<file path="config.mk">
export PLATFORM = sky130hd
export DESIGN_NAME = mult_div_unit
export DESIGN_NICKNAME = d
export VERILOG_FILES = /design/src/rtl/md_pkg.sv /design/src/rtl/div_iter.sv /design/src/rtl/mult_div_unit.sv
export SDC_FILE = /design/constraint.sdc
export NUM_CORES = 2
export LEC_CHECK = 0
export CORE_UTILIZATION = 45
export CTS_BUF_LIST = sky130_fd_sc_hd__clkbuf_4 sky130_fd_sc_hd__clkbuf_8
export CTS_CLUSTER_DIAMETER = 80
export DETAILED_ROUTE_END_ITERATION = 6
export SYNTH_ARGS = -nofsm -noshare
export SYNTH_HDL_FRONTEND = slang
export SYNTH_SLANG_ARGS = --single-unit
</file>
<file path="constraint.sdc">
create_clock -name clk -period 13.8 [get_ports clk]
set_clock_uncertainty 0.1 [all_clocks]
set_input_delay 3.45 -clock clk [delete_from_list [all_inputs] [get_ports clk]]
set_output_delay 3.45 -clock clk [all_outputs]
set_load 0.02 [all_outputs]
</file>
<file path="src/rtl/md_pkg.sv">
// rtl/md_pkg.sv - shared encodings and constants for the multiply/divide unit
package md_pkg;

  localparam logic [1:0] OP_DIV   = 2'b11;
  localparam logic [1:0] OP_DIVU  = 2'b10;
  localparam logic [1:0] OP_MULT  = 2'b01;
  localparam logic [1:0] OP_MULTU = 2'b00;

  localparam int DIV_ITERS   = 32;
  localparam int MUL_LAT_DEF = 5;

  typedef enum logic [1:0] {
    ST_IDLE = 2'd0,
    ST_MUL  = 2'd1,
    ST_DIV  = 2'd2,
    ST_FIX  = 2'd3
  } md_state_e;

endpackage

</file>
<file path="src/rtl/div_iter.sv">
// rtl/div_iter.sv - 32-bit radix-2 restoring divider core, one quotient bit per step
module div_iter (
  input  logic        clk,
  input  logic        rst_n,
  input  logic        load,
  input  logic        step,
  input  logic [31:0] dividend,
  input  logic [31:0] divisor,
  output logic [31:0] quotient,
  output logic [31:0] remainder,
  output logic [5:0]  count
);

  logic [31:0] quo_q, quo_d;
  logic [31:0] rem_q, rem_d;
  logic [31:0] dsr_q, dsr_d;
  logic [5:0]  cnt_q, cnt_d;
  logic [32:0] partial;
  logic [32:0] diff;

  // The quotient register doubles as the dividend shifter: bits leave the top as quotient bits enter the bottom.
  always_comb begin
    quo_d   = quo_q;
    rem_d   = rem_q;
    dsr_d   = dsr_q;
    cnt_d   = cnt_q;
    partial = {rem_q, quo_q[31]};
    diff    = partial - {1'b0, dsr_q};
    if (load) begin
      quo_d = dividend;
      rem_d = 32'd0;
      dsr_d = divisor;
      cnt_d = 6'd0;
    end else if (step) begin
      cnt_d = cnt_q + 6'd1;
      if (!diff[32]) begin
        rem_d = diff[31:0];
        quo_d = {quo_q[30:0], 1'b1};
      end else begin
        rem_d = partial[31:0];
        quo_d = {quo_q[30:0], 1'b0};
      end
    end
  end

  always_ff @(posedge clk or negedge rst_n) begin
    if (!rst_n) begin
      quo_q <= 32'd0;
      rem_q <= 32'd0;
      dsr_q <= 32'd0;
      cnt_q <= 6'd0;
    end else begin
      quo_q <= quo_d;
      rem_q <= rem_d;
      dsr_q <= dsr_d;
      cnt_q <= cnt_d;
    end
  end

  assign quotient  = quo_q;
  assign remainder = rem_q;
  assign count     = cnt_q;

endmodule

</file>
<file path="src/rtl/mult_div_unit.sv">
// rtl/mult_div_unit.sv - multi-cycle multiply/divide unit owning the HI/LO registers
module mult_div_unit
  import md_pkg::*;
#(
  parameter int MUL_LAT = MUL_LAT_DEF
) (
  input  logic        clk,
  input  logic        rst_n,
  input  logic        start,
  input  logic        hilo,
  input  logic        we,
  input  logic [1:0]  op,
  input  logic        madd,
  input  logic [31:0] src_a,
  input  logic [31:0] src_b,
  output logic        busy,
  output logic [31:0] hi,
  output logic [31:0] lo,
  output logic [31:0] rd_data
);

  localparam int CW = (MUL_LAT > 1) ? $clog2(MUL_LAT) : 1;

  md_state_e   state_q, state_d;
  logic [CW-1:0] cnt_q, cnt_d;
  logic [31:0] a_q, a_d, b_q, b_d;
  logic        sgn_q, sgn_d;
  logic        madd_q, madd_d;
  logic        quo_neg_q, quo_neg_d;
  logic        rem_neg_q, rem_neg_d;
  logic        div_zero_q, div_zero_d;
  logic [31:0] hi_q, hi_d, lo_q, lo_d;

  logic        div_load, div_step;
  logic [31:0] mag_a, mag_b, div_quo, div_rem;
  logic [5:0]  div_cnt;
  logic [63:0] ext_a, ext_b, prod;

  assign mag_a = (op[0] && src_a[31]) ? -src_a : src_a;
  assign mag_b = (op[0] && src_b[31]) ? -src_b : src_b;

  // Sign-extending to 64 bits lets one truncated multiplier serve both mult and multu.
  assign ext_a = sgn_q ? {{32{a_q[31]}}, a_q} : {32'd0, a_q};
  assign ext_b = sgn_q ? {{32{b_q[31]}}, b_q} : {32'd0, b_q};
  assign prod  = ext_a * ext_b;

  div_iter u_div_iter (
    .clk       (clk),
    .rst_n     (rst_n),
    .load      (div_load),
    .step      (div_step),
    .dividend  (mag_a),
    .divisor   (mag_b),
    .quotient  (div_quo),
    .remainder (div_rem),
    .count     (div_cnt)
  );

  always_comb begin
    state_d    = state_q;
    cnt_d      = cnt_q;
    a_d        = a_q;
    b_d        = b_q;
    sgn_d      = sgn_q;
    madd_d     = madd_q;
    quo_neg_d  = quo_neg_q;
    rem_neg_d  = rem_neg_q;
    div_zero_d = div_zero_q;
    hi_d       = hi_q;
    lo_d       = lo_q;
    div_load   = 1'b0;
    div_step   = 1'b0;
    case (state_q)
      ST_IDLE: begin
        if (start) begin
          a_d    = src_a;
          b_d    = src_b;
          sgn_d  = op[0];
          madd_d = madd && !op[1];
          if (op[1]) begin
            state_d    = ST_DIV;
            div_load   = 1'b1;
            quo_neg_d  = op[0] && (src_a[31] ^ src_b[31]);
            rem_neg_d  = op[0] && src_a[31];
            div_zero_d = (src_b == 32'd0);
          end else begin
            state_d = ST_MUL;
            cnt_d   = CW'(MUL_LAT - 1);
          end
        end else if (we) begin
          if (hilo) lo_d = src_a;
          else      hi_d = src_a;
        end
      end
      ST_MUL: begin
        if (cnt_q == '0) begin
          {hi_d, lo_d} = madd_q ? ({hi_q, lo_q} + prod) : prod;
          state_d      = ST_IDLE;
        end else begin
          cnt_d = cnt_q - CW'(1);
        end
      end
      ST_DIV: begin
        div_step = 1'b1;
        if (div_cnt == 6'(DIV_ITERS - 1)) state_d = ST_FIX;
      end
      ST_FIX: begin
        // A zero divisor still spends the full latency but leaves HI/LO alone.
        if (!div_zero_q) begin
          lo_d = quo_neg_q ? -div_quo : div_quo;
          hi_d = rem_neg_q ? -div_rem : div_rem;
        end
        state_d = ST_IDLE;
      end
      default: state_d = ST_IDLE;
    endcase
  end

  always_ff @(posedge clk or negedge rst_n) begin
    if (!rst_n) begin
      state_q    <= ST_IDLE;
      cnt_q      <= '0;
      a_q        <= 32'd0;
      b_q        <= 32'd0;
      sgn_q      <= 1'b0;
      madd_q     <= 1'b0;
      quo_neg_q  <= 1'b0;
      rem_neg_q  <= 1'b0;
      div_zero_q <= 1'b0;
      hi_q       <= 32'd0;
      lo_q       <= 32'd0;
    end else begin
      state_q    <= state_d;
      cnt_q      <= cnt_d;
      a_q        <= a_d;
      b_q        <= b_d;
      sgn_q      <= sgn_d;
      madd_q     <= madd_d;
      quo_neg_q  <= quo_neg_d;
      rem_neg_q  <= rem_neg_d;
      div_zero_q <= div_zero_d;
      hi_q       <= hi_d;
      lo_q       <= lo_d;
    end
  end

  assign busy    = (state_q != ST_IDLE);
  assign hi      = hi_q;
  assign lo      = lo_q;
  assign rd_data = hilo ? lo_q : hi_q;

endmodule

</file>
==> flow_metrics.env <==
export IMPL_status="completed"
export IMPL_post_cts_buffers=0
export IMPL_holdPathStages=2
export IMPL_fin_crit_ns=12.55
export IMPL_yosys_area_top_type="fa_1"
export IMPL_post_route_period_util=0.910
export IMPL_wl_per_cell_um=24.0
export IMPL_cpMostUsedCell="fa_1"
export IMPL_setup_viol_count_final=0
export IMPL_drcViolationCount=0
export IMPL_gp_congestion=0.973
export IMPL_tightest_slew_ns=1.29
export IMPL_cp_required_ns=14.18
export IMPL_clk_latency_ns=0.68
export IMPL_h_tree_depth=2
export IMPL_routed_via_count=51988
export IMPL_synth_common_cells="inv_1 (1636), fa_1 (1435), nand2_1 (990), and2_1 (558), ha_1 (402)"
export IMPL_crit_type="reg -> reg"
export IMPL_yosysTopAreaCellShare=0.431
export IMPL_critPathMaxFanout=18
export IMPL_hold_violations=0
export IMPL_cpPeakStageDelay_ns=1.20
export IMPL_cts_tree="built"
export IMPL_die_area_mm2=0.150
export IMPL_grt_pass1_vias=55965
export IMPL_fin_hold_ws_ns=0.384
export IMPL_reg2reg_depth=40
export IMPL_rsz0062_at_grt="no"
export IMPL_finalNetCount=9357
export IMPL_synth_edf_count=0
export IMPL_r2r_start="a_q[12]$_DFFE_PN0P_"
export IMPL_ys_seq_elements=240
export IMPL_drtIter0Drc=3950
export IMPL_yosysMostFrequentCell="inv_1"
export IMPL_clock_path_buffers=3
export IMPL_cts_resized=0
export IMPL_row_count=140
export IMPL_cts_root_buf="clkbuf_8"
export IMPL_areaGrowthSynthToFinish_pct=7.01
export IMPL_portBuffers=168
export IMPL_synth_area_mm2=0.0667
export IMPL_via_per_inst=5.53
export IMPL_drv_slew=0
export IMPL_critical_path_arrival_ns=12.93
export IMPL_synth_area_leaders="fa_1 (43%), inv_1 (9.2%), dfrtp_1 (9.0%)"
export IMPL_place_hpwl_mm=188
export IMPL_crit_path_end_kind="flop"
export IMPL_drive_above_1_share=0.0381
export IMPL_firstDrtPassIters=5
export IMPL_synthesis_nets=9387
export IMPL_antenna_found_initial=11
export IMPL_routed_wl_mm=226
export IMPL_worst_path_max_delay_cell="dfrtp_1"
export IMPL_core_area_mm2=0.146
export IMPL_antenna_left=0
export IMPL_synth_cell_types=83
export IMPL_die_x_um=387
export IMPL_maxSlewHeadroom=0.141
export IMPL_start_kind="flop"
export IMPL_min_from="b_q[29]$_DFFE_PN0P_"
export IMPL_tns_ns=0
export IMPL_numCtsBuffers=45
export IMPL_synth_ff_type="dfrtp_1"
export IMPL_max_cap_violations=0
export IMPL_grt_overflow_total=0
export IMPL_seq_area_frac_synth=0.0900
export IMPL_fp_dieH_um=387
export IMPL_syn_area_per_cell_um2=8.92
export IMPL_synth_async_reset_ratio=1.00
export IMPL_ctsHoldBuffers=0
export IMPL_crit_path_start="a_q[12]$_DFFE_PN0P_"
export IMPL_path_clk_slew_ns=0.07
export IMPL_worstHoldPathType="reg -> reg"
export IMPL_initial_core_util=0.456
export IMPL_cts_sinks=240
export IMPL_grt_use_total=0.308
export IMPL_synth_cells=7478
export IMPL_yosys_warnings=0
export IMPL_ios=169
export IMPL_fmax_mhz=79.7
export IMPL_grt_max_degree=79
export IMPL_grt_pass1_wl_mm=349
path summary, 6_finish.rpt:
path,slack (ns),end
hold / removal,0.38,b_q[29]$_DFFE_PN0P_
hold reg to reg,0.38,b_q[29]$_DFFE_PN0P_
max in group asynchronous,9.53,b_q[27]$_DFFE_PN0P_
setup / recovery,1.25,hi[31]$_DFFE_PN0P_
setup reg to reg,1.25,hi[31]$_DFFE_PN0P_
min in group asynchronous,2.61,lo[23]$_DFFE_PN0P_
cell families (layout without fill, tap and decap cells):
logic type / Yosys count / after routing / synth area share
adders and majority gates: 1837 / 1837 / 0.506
AOI/OAI and AO/OA: 954 / 954 / 0.0900
DFF: 240 / 240 / 0.0900
xor gates and xnor gates: 315 / 315 / 0.0413
buffers and inverters: 2001 / 2004 / 0.113
muxes: 80 / 80 / 0.0128
and+or+nand+nor: 2051 / 2051 / 0.147
other: 0 / 2 / 0
routing by layer:
| metal | track usage | routed length, um |
|---|---|---|
| met2 | 0.494 | 103000 |
| met5 | 0 | 59 |
| met3 | 0.0587 | 18800 |
| met1 | 0.422 | 94900 |
| met4 | 0.0971 | 8270 |
cell usage in the layout, fill, tap and decap left out, types with 119 or more instances in the layout:
cell type | synthesis | routed
inv_1 | 1636 | 1636
fa_1 | 1435 | 1435
nand2_1 | 990 | 988
and2_1 | 558 | 557
ha_1 | 402 | 402
a21oi_1 | 273 | 273
dfrtp_1 | 240 | 233
o21ai_0 | 230 | 229
nor2_1 | 211 | 209
xnor2_1 | 195 | 195
clkdlybuf4s50_1 | 0 | 166
xor2_1 | 120 | 120
buf_4 | 3 | 119
area by class of cell:
cell class | instances | area [um^2]
clock buffer | 72 | 885
sequential | 240 | 6010
clock inverter | 8 | 136
inverter | 1636 | 6140
antenna | 2 | 5.00
timing repair buffer | 288 | 2590
multi-input combinational | 5237 | 53200
tap | 1917 | 2400
fill | 14081 | 75000
critical path, delay by kind of cell, from the launching register on:
family | cells | cell delay (ns)
buffers and inverters | 9 | 1.32
adders and majority gates | 12 | 5.52
xor gates and xnor gates | 2 | 0.61
DFF | 1 | 1.20
and+or+nand+nor | 2 | 0.29
AOI/OAI and AO/OA | 15 | 3.27
sequential cells by signal, indices dropped and copies added, names as in the netlist, 6 cells and up:
signal                count
a_q                      32
u_div_iter.quotient      32
hi                       32
u_div_iter.remainder     32
b_q                      32
u_div_iter.dsr_q         32
u_div_iter.count          6
lo                       32
metrics by stage:
stage | instance area [um^2] | setup slack (ns) | utilization | std cells
CTS | 71400 | 1.51 | 0.488 | 9398
global route | 71400 | 0.676 | 0.488 | 9399
global placement | 70400 | 1.56 | 0.481 | 9318
finish | 71400 | 1.25 | 0.488 | 9400
detailed placement | 70400 | 1.53 | 0.481 | 9318
floorplan | 66700 | 3.02 | - | 7478
Power is left out: the tool's default activity adds up to more than one toggle a clock period on the data nets, which glitch-free logic cannot reach.
